===== config.mk =====
export PLATFORM = sky130hd
export DESIGN_NAME = cpu_multicycle_control
export DESIGN_NICKNAME = d
export VERILOG_FILES = /design/src/rtl/cpu_multicycle_control.sv
export SDC_FILE = /design/constraint.sdc
export NUM_CORES = 1
export LEC_CHECK = 0
export CORE_AREA = 2 2 48 50
export DETAILED_ROUTE_END_ITERATION = 7
export DIE_AREA = 0 0 50 52
export GPL_TIMING_DRIVEN = 0
export PLACE_DENSITY = 0.73
export SKIP_LAST_GASP = 1
export SLEW_MARGIN = 5
export SYNTH_ARGS = -nofsm -noshare
export SYNTH_HDL_FRONTEND = slang
export SYNTH_SLANG_ARGS = --single-unit

===== constraint.sdc =====
create_clock -name Clock -period 1.4 [get_ports Clock]
set_clock_uncertainty 0.05 [all_clocks]
set_input_delay 0.28 -clock Clock [delete_from_list [all_inputs] [get_ports Clock]]
set_output_delay 0.28 -clock Clock [all_outputs]
set_load 0.005 [all_outputs]

===== src/rtl/cpu_multicycle_control.sv =====
// Multi-cycle control unit for the 16-bit CPU.
// Sequences FETCH/DECODE/EXEC/MEM/WB and decodes datapath controls from the
// current state and the latched opcode. A memory-wait timeout in FETCH or MEM
// traps into a sticky FAULT state that only reset leaves.
module cpu_multicycle_control #(
  parameter int unsigned MEM_WAIT_MAX = 15,
  parameter int unsigned WAIT_W       = 4
) (
  input  logic       Clock,
  input  logic       Reset,
  input  logic [3:0] Opcode,
  input  logic       MemReady,
  input  logic       Zero,
  output logic [2:0] AluSel,
  output logic       BInvert,
  output logic       CarryIn,
  output logic       ALUSrc,
  output logic       RegDst,
  output logic       MemToReg,
  output logic       RegWrite,
  output logic       MemRead,
  output logic       MemWrite,
  output logic       IRWrite,
  output logic       PCWrite,
  output logic       PCSrc,
  output logic       IllegalOp,
  output logic       Fault,
  output logic [2:0] State
);

  typedef enum logic [2:0] {
    S_IDLE   = 3'd0,
    S_FETCH  = 3'd1,
    S_DECODE = 3'd2,
    S_EXEC   = 3'd3,
    S_MEM    = 3'd4,
    S_WB     = 3'd5,
    S_HALT   = 3'd6,
    S_FAULT  = 3'd7
  } state_t;

  typedef enum logic [3:0] {
    OP_AND  = 4'b0000,
    OP_OR   = 4'b0001,
    OP_ADD  = 4'b0010,
    OP_SUB  = 4'b0011,
    OP_XOR  = 4'b0100,
    OP_SLT  = 4'b0101,
    OP_SLL  = 4'b0110,
    OP_LW   = 4'b1000,
    OP_SW   = 4'b1001,
    OP_BEQ  = 4'b1010,
    OP_ADDI = 4'b1011,
    OP_HALT = 4'b1111
  } op_t;

  state_t            state_q, state_d;
  logic [3:0]        op_q, op_d;
  logic [WAIT_W-1:0] wait_q, wait_d;
  logic              wait_expired;
  logic              opcode_legal;

  // Opcode legality of the live instruction-register value (used in DECODE).
  always_comb begin
    opcode_legal = 1'b1;
    case (Opcode)
      OP_AND, OP_OR, OP_ADD, OP_SUB, OP_XOR, OP_SLT, OP_SLL,
      OP_LW, OP_SW, OP_BEQ, OP_ADDI, OP_HALT: opcode_legal = 1'b1;
      default:                                opcode_legal = 1'b0;
    endcase
  end

  assign wait_expired = (MEM_WAIT_MAX != 0) && (wait_q == WAIT_W'(MEM_WAIT_MAX));

  // State, latched opcode and wait counter registers.
  always_ff @(posedge Clock or posedge Reset) begin
    if (Reset) begin
      state_q <= S_IDLE;
      op_q    <= '0;
      wait_q  <= '0;
    end else begin
      state_q <= state_d;
      op_q    <= op_d;
      wait_q  <= wait_d;
    end
  end

  // Next-state, opcode latch and wait-counter update.
  always_comb begin
    state_d = state_q;
    op_d    = op_q;
    wait_d  = '0;
    case (state_q)
      S_IDLE:   state_d = S_FETCH;
      S_FETCH: begin
        if (MemReady)          state_d = S_DECODE;
        else if (wait_expired) state_d = S_FAULT;
      end
      S_DECODE: begin
        op_d = Opcode;
        if (Opcode == OP_HALT)  state_d = S_HALT;
        else if (!opcode_legal) state_d = S_FETCH;
        else                    state_d = S_EXEC;
      end
      S_EXEC: begin
        case (op_q)
          OP_LW, OP_SW: state_d = S_MEM;
          OP_BEQ:       state_d = S_FETCH;
          default:      state_d = S_WB;
        endcase
      end
      S_MEM: begin
        if (MemReady)          state_d = (op_q == OP_LW) ? S_WB : S_FETCH;
        else if (wait_expired) state_d = S_FAULT;
      end
      S_WB:     state_d = S_FETCH;
      S_HALT:   state_d = S_HALT;
      S_FAULT:  state_d = S_FAULT;
      default:  state_d = S_IDLE;
    endcase
    // Counter only runs while a memory transfer is stalled in place.
    if ((state_q == S_FETCH || state_q == S_MEM) && !MemReady && state_d == state_q)
      wait_d = wait_q + WAIT_W'(1);
  end

  // Output decode from state and latched opcode.
  always_comb begin
    AluSel    = '0;
    BInvert   = 1'b0;
    CarryIn   = 1'b0;
    ALUSrc    = 1'b0;
    RegDst    = 1'b0;
    MemToReg  = 1'b0;
    RegWrite  = 1'b0;
    MemRead   = 1'b0;
    MemWrite  = 1'b0;
    IRWrite   = 1'b0;
    PCWrite   = 1'b0;
    PCSrc     = 1'b0;
    IllegalOp = 1'b0;
    Fault     = 1'b0;
    case (state_q)
      S_FETCH: begin
        MemRead = 1'b1;
        IRWrite = MemReady;
        PCWrite = MemReady;
      end
      S_DECODE: IllegalOp = !opcode_legal;
      S_EXEC: begin
        case (op_q)
          OP_AND:  AluSel = 3'b000;
          OP_OR:   AluSel = 3'b010;
          OP_XOR:  AluSel = 3'b011;
          OP_SLT:  AluSel = 3'b110;
          OP_SLL:  AluSel = 3'b111;
          default: AluSel = 3'b001;
        endcase
        BInvert = (op_q == OP_SUB) || (op_q == OP_SLT) || (op_q == OP_BEQ);
        CarryIn = BInvert;
        ALUSrc  = (op_q == OP_LW) || (op_q == OP_SW) || (op_q == OP_ADDI);
        if (op_q == OP_BEQ) begin
          PCWrite = Zero;
          PCSrc   = Zero;
        end
      end
      S_MEM: begin
        MemRead  = (op_q == OP_LW);
        MemWrite = (op_q == OP_SW);
      end
      S_WB: begin
        RegWrite = 1'b1;
        RegDst   = (op_q[3] == 1'b0);
        MemToReg = (op_q == OP_LW);
      end
      S_FAULT:  Fault = 1'b1;
      default: ;
    endcase
  end

  assign State = state_q;

endmodule


### Word level (Yosys, flattened, before mapping)

Memories as Yosys holds them, arrays and structs flattened.
Cells that the tools add are included.

| cells by class | value |
|---|---|
| multiplexer cells | 24 |
| bitwise logic cells | 1 |
| add/sub/neg operators | 1 |
| reductions and logical operators | 13 |
| div/mod/pow operators | 0 |
| $mul | 0 |
| equal/unequal tests | 19 |
| order comparisons | 0 |
| shift-type cells | 0 |

Operators by type and width:

| operator | count |
|---|---|
| 4-bit == test, second input constant | 6 |
| 3-bit case mux with 7 select lines | 1 |
| 3-bit 2-to-1 mux | 6 |
| 3-bit case mux with 5 select lines | 1 |
| 3-bit == test, second input constant | 4 |
| 4-bit by 3-bit == test with 1-bit output, second input constant | 3 |
| 1-bit 2-to-1 mux | 11 |
| 3-bit by 2-bit == test with 1-bit output, second input constant | 2 |
| 3-bit case mux with 2 select lines | 1 |
| 1-bit logical OR | 5 |
| 4-bit by 1-bit adder with 4-bit output, second input constant | 1 |
| 4-bit by 1-bit == test with 1-bit output, second input constant | 1 |
| 4-bit by 2-bit == test with 1-bit output, second input constant | 1 |
| 4-bit zero test | 1 |
| 4-bit 2-to-1 mux | 1 |
| 1-bit case mux with 2 select lines | 2 |
| 2-bit OR reduction | 2 |
| 3-bit by 1-bit == test with 1-bit output, second input constant | 1 |
| 3-bit == test | 1 |
| 3-bit zero test | 1 |
| 1-bit logical AND | 2 |
| 1-bit zero test | 2 |
| 2-bit 2-to-1 mux | 1 |
| 1-bit NOT | 1 |

| word-level totals | value |
|---|---|
| bits in writable memories | 0 |
| memories kept | 1 |
| register bits after elaboration | 11 |
| bits in latches | 0 |
| output and inout bits | 19 |
| ROM bits | 16 |
| word-level logic and storage cells | 62 |

Memory list:

| name | depth | bits a word | rd ports | clocked after memory_dff | write ports | line | text |
|---|---|---|---|---|---|---|---|
| (name not given) | 16 | 1 | 1 | 0 | 0 | 66 | `case (Opcode)` |

### Logic depth before layout (Yosys ltp)

Gate-level depths: netlist of run 1.

| depth | value |
|---|---|
| word-level depth | 7 |
| depth in mapped cells | 5 |

### Least setup slack after synthesis of run 1

No wires, ideal clock.

| timing path | value |
|---|---|
| path kind | register to register |
| start | register wait_q[0] |
| end | register wait_q[2] |
| slack | -61 ps |
| buffers on the path | 0 |
| arrival time | 1339 ps |
| cell stages (with the launch flop) | 5 |
| period minus slack after synthesis | 1461 ps |
| path through | dfrtp_1 ha_1 a31o_2 or3_1 nor2_1 |

| on the way | value |
|---|---|
| longest elaborated chain between the ends | 7 |

RTL lines:

| what | line | text |
|---|---|---|
| start, declared | 59 | `logic [WAIT_W-1:0] wait_q, wait_d;` |
| start signal, assigned | 84 | `wait_q <= wait_d;` |
| 4-bit == test | 73 | `assign wait_expired = (MEM_WAIT_MAX != 0) && (wait_q == WAIT_W'(MEM_WAIT_MAX));` |
| 3-bit 2-to-1 mux | 97, 114 |  |
| 3-bit 2-to-1 mux, on equally long branches | 113, 96 |  |
| 3-bit case mux with 7 select lines | 93 | `case (state_q)` |
| 3-bit == test | 122 | `if ((state_q == S_FETCH \|\| state_q == S_MEM) && !MemReady && state_d == state_q)` |
| 1-bit logical AND | 122 |  |
| 4-bit 2-to-1 mux * | 122 |  |
| net wait_d[2] | 59 |  |

The timed path passes the listed nets; every way through them passes the cells marked *.
A chain may end at the register's enable or synchronous reset.

### Worst setup path after layout of run 1

| timing path | value |
|---|---|
| start | register state_q[2], in the netlist State[2] |
| end | output port CarryIn |

| on the way | value |
|---|---|
| longest elaborated chain between the ends | 2 |

RTL lines:

| what | line | text |
|---|---|---|
| start, declared | 57 | `state_t state_q, state_d;` |
| start signal, assigned | 82 | `state_q <= state_d;` |
| 3-bit by 2-bit == test with 1-bit output | 142 | `case (state_q)` |
| 1-bit 2-to-1 mux | 142 |  |
| end, declared | 16 | `output logic CarryIn,` |

Every way passes these cells.

==> results of run 1 <==
through the flow:
| stage | area, µm² | total power [W] | setup slack, ns | hold slack (ns) |
|---|---|---|---|---|
| floorplan | 822 | 0.000722 | -0.0116 | 0.0824 |
| global placement | 1120 | 0.000803 | -0.671 | 0.401 |
| detailed placement | 1120 | 0.000813 | -0.695 | 0.402 |
| CTS | 1430 | 0.00128 | -0.510 | 0.252 |
| global route | 1600 | 0.00159 | -0.632 | 0.301 |
| finish | 1600 | 0.00151 | -0.581 | 0.243 |
power breakdown:
part	internal (W)	leakage [nW]	switching (W)	total, W
Combinational	0.000405	0.574	0.000425	0.000830
Sequential	0.000374	0.134	0.0000780	0.000452
Clock	0.000111	0.0150	0.000118	0.000229
Total	0.000889	0.722	0.000621	0.00151
cells in the mapped netlist (all sizes together), types with 2 or more instances:
library cell,number
nor4,2
xnor2,3
nand3,4
nor2,11
nor3,5
nand2,3
dfrtp,11
xor2,2
buf,7
inv,7
a311oi,2
a21oi,4
and3,2
mux2,4
nor2b,4
a31o,2
nand2b,4
per-layer routing:
layer	GRT usage	vias to the layer above
met4	0.102	0
met5	0	-
met3	0.0431	7
met2	0.434	40
met1	0.249	480
li1	-	464
timing repair:
action,CTS,global route
endpoints found under the setup margin,28,27
setup buffers,25,10
gates cloned,0,0
hold buffers,0,0
resized for setup,117,36
pin swaps,16,9
state kept, by name, indices dropped and copies added, names as in the netlist:
name and count:
State 3, wait_q 4, op_q 4
worst max-delay path: cells and delay by family, from the launching register on:
kind	cells	cell delay [ns]
buffers and inverters	5	0.63
and+or+nand+nor	2	0.32
DFF	1	0.41
kinds of logic (layout without fill, tap and decap cells):
kind of cell             Yosys count  after routing  share of synthesized area
AND/OR/NAND/NOR                   42             42                      0.284
AO/OA/AOI/OAI                     18             18                      0.169
buffers and inverters             14             74                     0.0819
flip-flops                        11             11                      0.340
XOR/XNOR                           5              5                     0.0541
multiplexers                       4              4                     0.0556
adder cells (fa/ha/maj)            1              1                     0.0155
cell type report:
class                           instances  area share
Buffer                                  5      0.0328
Clock buffer                            4      0.0164
Inverter                                7      0.0180
Multi-Input combinational cell         70       0.432
Sequential cell                        11       0.175
Tap cell                               28      0.0219
Timing Repair Buffer                   58       0.304
worst max-delay path by stage:
stage / startpoint / endpoint / slack (ns) / depth (start not counted)
3_3_place_gp: MemReady / PCWrite / -0.67 / 5
2_1_floorplan: State[2] / CarryIn / -0.01 / 4
3_5_place_dp: MemReady / PCWrite / -0.70 / 5
5_1_grt: State[2] / CarryIn / -0.63 / 7
4_1_cts: State[2] / AluSel[2] / -0.51 / 5
6_report: State[2] / CarryIn / -0.58 / 7
==> flow_summary_export.csv, run 1 <==
group,metric,value,unit
setup_path,reg2reg_slack,-0.22,ns
layout,final_cell_mix,"20 x buf_6, 19 x buf_4, 13 x buf_2, 7 x dfrtp_1",
sta,fin_crit_sh,1.41,
yosys,yosysUniqueCellTypes,36,
layout,finish.utilization,0.761,
yosys,synthTopCellsByArea,"dfrtp_1 34%, mux2_2 5.6%, nor2_1 5.1%",
yosys,synth-seq-cells,11,
yosys,yosysSeqAreaShare,0.340,
placement,routabilityCongestion,0.804,
layout,layout_commonest_cell,"buf_6",
status,status,"finished with violations",
global_routing,antenna_found_initial,0,
global_routing,grt_pass1_vias,967,
sta,fmax,0.505,GHz
global_routing,gr-total-overflow,0,
routing,drtPass1Iterations,4,
pwr,power_density,942,nW/µm²
setup_path,critPathRequiredTime,1.07,ns
global_routing,grt_max_degree,12,
die,die_y,52,µm
pwr,power.leakage,0.722,nW
yosys,avgSynthCellArea,8.52,µm²
setup_path,critical_path_arrival,1.65,ns
layout,layout.nets,165,
setup_path,rr_worst_depth,7,
global_routing,grt_pass1_wl,4500,µm
setup_path,start_kind,"register",
yosys,async_reset_ff_frac,1.00,
die,die_x,50,µm
layout,fill_cells,133,
sta,hold_viol,0,
sta,rsz0062_at_grt,"true",
yosys,yosys_warnings,0,
yosys,synth_edf_count,0,
setup_path,crit_path_frequent_cell,"buf_6",
routing,wl,3130,µm
layout,final_layout_size_suffix_gt1_frac,0.658,
routing,vias,991,
sta,finalSetupViolCount,27,
routing,drc,0,
die,ios,27,
die,start_util,0.384,
status,violations,"setup timing",
cts,cts.sinks,11,
placement,hpwl,1470,µm
cts,cts_tree,"built",
setup_path,critPathKind,"reg2out",
yosys,netlist_area,810,µm²
sta,finalSetupTns,-8.20,ns
routing,wl_met1,1220,µm
routing,drt_iter0_drc,26,
yosys,synth_cells,95,
setup_path,r2r-end,"wait_q[1]",
setup_path,path_cells,"buf_6 -> nand3b_1 -> buf_4 -> buf_4 -> nor2_4 -> buf_6 -> buf_6",
cts,htreeDepth,1,
layout,regArea,280,µm²
layout,area_delta_synth_final,98.0,%
routing,top_layer_used,"met4",
placement,placement.io_buffers,26,
setup_path,reg2reg_from,"State[2]",
die,core,2110,µm²
routing,wl_per_cell,17.1,µm
sta,setup_slack,-0.581,ns
cts,cts_buffer_depth,2,
hold_path,hold_path.class,"in2async",
routing,postRouteAntennaNets,0,
pwr,peakVddDrop,1.00,mV
cts,clk_pin_slew_worst_paths,0.07,ns
job,cap_violations,0,
cts,clk_latency,0.28,ns
layout,stdcell_count,183,
cts,cts_buffers,3,
routing,viasPerCell,5.42,
sta,maxSlewViolCount,0,
setup_path,cp-end-kind,"output pin",
setup_path,cp_slowest_stage_delay,0.41,ns
layout,diodes,0,
yosys,yosysTopAreaCellShare,0.340,
layout,multiInputGateArea,692,µm²
global_routing,grt_usage,0.231,
yosys,synth_top_area_cell,"dfrtp_1",
die,die_area,2600,µm²
placement,dp.cells,149,
routing,met2_length,1690,µm
cts,cts_root_buf,"clkbuf_4",
sta,slew_headroom,0.703,
setup_path,critical_path_peak_fanout,3,
die,rows,17,
routing,route.met3.wl,150,µm
yosys,synth.net_count,104,
yosys,synthFlopType,"dfrtp_1",
setup_path,slowest_stage,"dfrtp_1",
sta,max_slew.worst_pin.slew,0.444,ns
sta,finalCriticalPeriod,1.98,ns
Note: power is estimated with default switching activity, not from simulation.
==> run 2: changes to the inputs <==
Settings changed: CORE_AREA 2 2 48 50 to 4 4 50 52, DIE_AREA 0 0 50 52 to 0 0 54 56.
==> run 2 against run 1 <==
Net effect: the run still ends with setup timing left; largest power group unchanged; highest routed layer unchanged; critical path depth is 2 lower; non-clock buffer count increased by 7; power rose by 5.3%.
==> flow_summary_export.csv, run 2 (synthesized netlist as in run 1, its figures left out) <==
group,metric,value,unit
routing,viasPerCell,5.32,
die,core,2110,µm²
sta,maxSlewViolCount,0,
die,rows,17,
pwr,power_frac_seq,0.289,
layout,diodes,0,
die,die_y,56,µm
pwr,clkPwrFrac,0.134,
pwr,power_density,969,nW/µm²
sta,fmax,0.549,GHz
sta,rsz0062_at_grt,"true",
setup_path,cp-end-kind,"output pin",
pwr,power,0.00159,W
setup_path,critPathKind,"reg2out",
setup_path,cp_top_family,"buffers and inverters",
global_routing,antenna_found_initial,0,
hold_path,hold_path.class,"in2async",
setup_path,slowest_stage,"dfrtp_1",
sta,finalSetupTns,-5.64,ns
global_routing,grt_pass1_wl,4420,µm
setup_path,start_kind,"register",
cts,cts_tree,"built",
cts,cts_buffer_depth,2,
pwr,p_int,0.000975,W
routing,vias,1010,
global_routing,gr-total-overflow,0,
pwr,pwr-share-comb,0.577,
setup_path,crit_path_frequent_cell,"buf_6",
layout,layout.nets,172,
placement,dp_slack,-0.707,ns
sta,finalSetupViolCount,28,
setup_path,critical_path_arrival,1.49,ns
sta,slew_headroom,0.724,
layout,layout_commonest_cell,"buf_4",
setup_path,cp_slowest_stage_delay,0.39,ns
sta,fin_crit_sh,1.30,
cts,htreeDepth,1,
global_routing,grt_pass1_vias,988,
placement,placement.io_buffers,26,
setup_path,critical_path_peak_fanout,5,
sta,hold_viol,0,
layout,final_cell_mix,"28 x buf_4, 19 x buf_6, 11 x buf_2, 7 x dfrtp_1, 6 x dlygate4sd2_1",
layout,area_delta_synth_final,103,%
cts,hold_buffers,0,
pwr,p_switching,0.000615,W
setup_path,critPathRequiredTime,1.07,ns
die,start_util,0.384,
status,violations,"setup timing",
layout,final_layout_size_suffix_gt1_frac,0.667,
routing,drt_iter0_drc,21,
cts,cts_root_buf,"clkbuf_4",
die,die_area,3020,µm²
routing,wl_per_cell,16.9,µm
global_routing,grt_usage,0.195,
routing,drtPass1Iterations,4,
placement,routabilityCongestion,0.830,
die,ios,27,
pwr,power.leakage,0.754,nW
pwr,swShare,0.387,
cts,clk_latency,0.26,ns
global_routing,grt_max_degree,12,
cts,cts.sinks,11,
sta,max_slew.worst_pin.slew,0.413,ns
die,die_x,54,µm
cts,cts_buffers,3,
sta,setup_slack,-0.420,ns
setup_path,path_cells,"buf_6 -> nand3b_1 -> buf_6 -> nor4_4 -> buf_2",
status,status,"finished with violations",
placement,hpwl,1510,µm
setup_path,worst-path-buf-inv,3,
cts,clk_pin_slew_worst_paths,0.07,ns
job,cap_violations,0,
sta,finalCriticalPeriod,1.82,ns
routing,drc,0,
pwr,peakVddDrop,0.900,mV
sta,worst_hold_slack,0.246,ns
routing,wl,3210,µm
routing,postRouteAntennaNets,0,
[run 2: cell types whose count changed in the layout (fill, tap and decap cells not counted), sizes merged]
cell,change
dlymetal6s2s,-1
buf,+5
clkdlybuf4s15,+1
dlygate4sd2,+2
[run 2: worst register-to-register path, delay by kind of cell (launching register included)]
family | cells | cell delay (ns)
AOI/OAI and AO/OA | 2 | 0.43
buffers and inverters | 3 | 0.37
DFF | 1 | 0.45
and+or+nand+nor | 1 | 0.13
[run 2: through the flow]
| step | std cells | utilization | instance area (µm²) |
|---|---|---|---|
| after floorplan | 95 | - | 822 |
| after global placement | 149 | 0.531 | 1120 |
| after detailed placement | 149 | 0.531 | 1120 |
| after CTS | 180 | 0.698 | 1470 |
| after global routing | 190 | 0.780 | 1640 |
| final | 190 | 0.780 | 1640 |
[run 2: path summary, 6_finish.rpt]
kind / end / start / slack, ns / cells past startpoint
worst max-delay path: AluSel[2] / State[1] / -0.42 / 5
worst min-delay path: State[1] / Reset / 0.25 / 2
worst max register to register: State[2] / op_q[3] / -0.14 / 6
worst min register to register: wait_q[0] / wait_q[0] / 0.48 / 2
max in group asynchronous: op_q[0] / Reset / 0.74 / 2
min in group Clock: op_q[2] / Opcode[2] / 0.45 / 2
[run 2: timing repair]
item	CTS	global route
pin swaps	22	19
endpoints found under the setup margin	28	28
resized for setup	115	31
gates cloned	0	0
setup buffers	31	15
[run 2: layout make-up]
| cell class | instances | area, µm² |
|---|---|---|
| Timing Repair Buffer | 68 | 561 |
| Fill cell | 119 | 464 |
| Inverter | 7 | 31.3 |
| Sequential cell | 11 | 280 |
| Buffer | 2 | 22.5 |
| Multi-Input combinational cell | 70 | 686 |
| Tap cell | 28 | 35.0 |
| Clock buffer | 4 | 26.3 |
[run 2: power groups by stage]
stage	combinational, W	sequential (W)	clock [W]
finish	0.000917	0.000460	0.000213
global route	0.000965	0.000470	0.000233
CTS	0.000593	0.000445	0.000219
detailed placement	0.000415	0.000400	0
global placement	0.000409	0.000396	0
floorplan	0.000332	0.000389	0
[run 2: per-layer routing]
layer | track usage | vias up | share of wire
met5 | 0 | - | 0
met4 | 0.0890 | 0 | 0.012
met3 | 0.0268 | 6 | 0.052
met2 | 0.346 | 26 | 0.54
met1 | 0.218 | 503 | 0.40
li1 | - | 475 | -
==> run 3: changes to the inputs <==
Settings changed: SLEW_MARGIN 5 to 20.
==> results of run 3 <==
No change in the layout: final DEF, timing and power equal those of run 2.
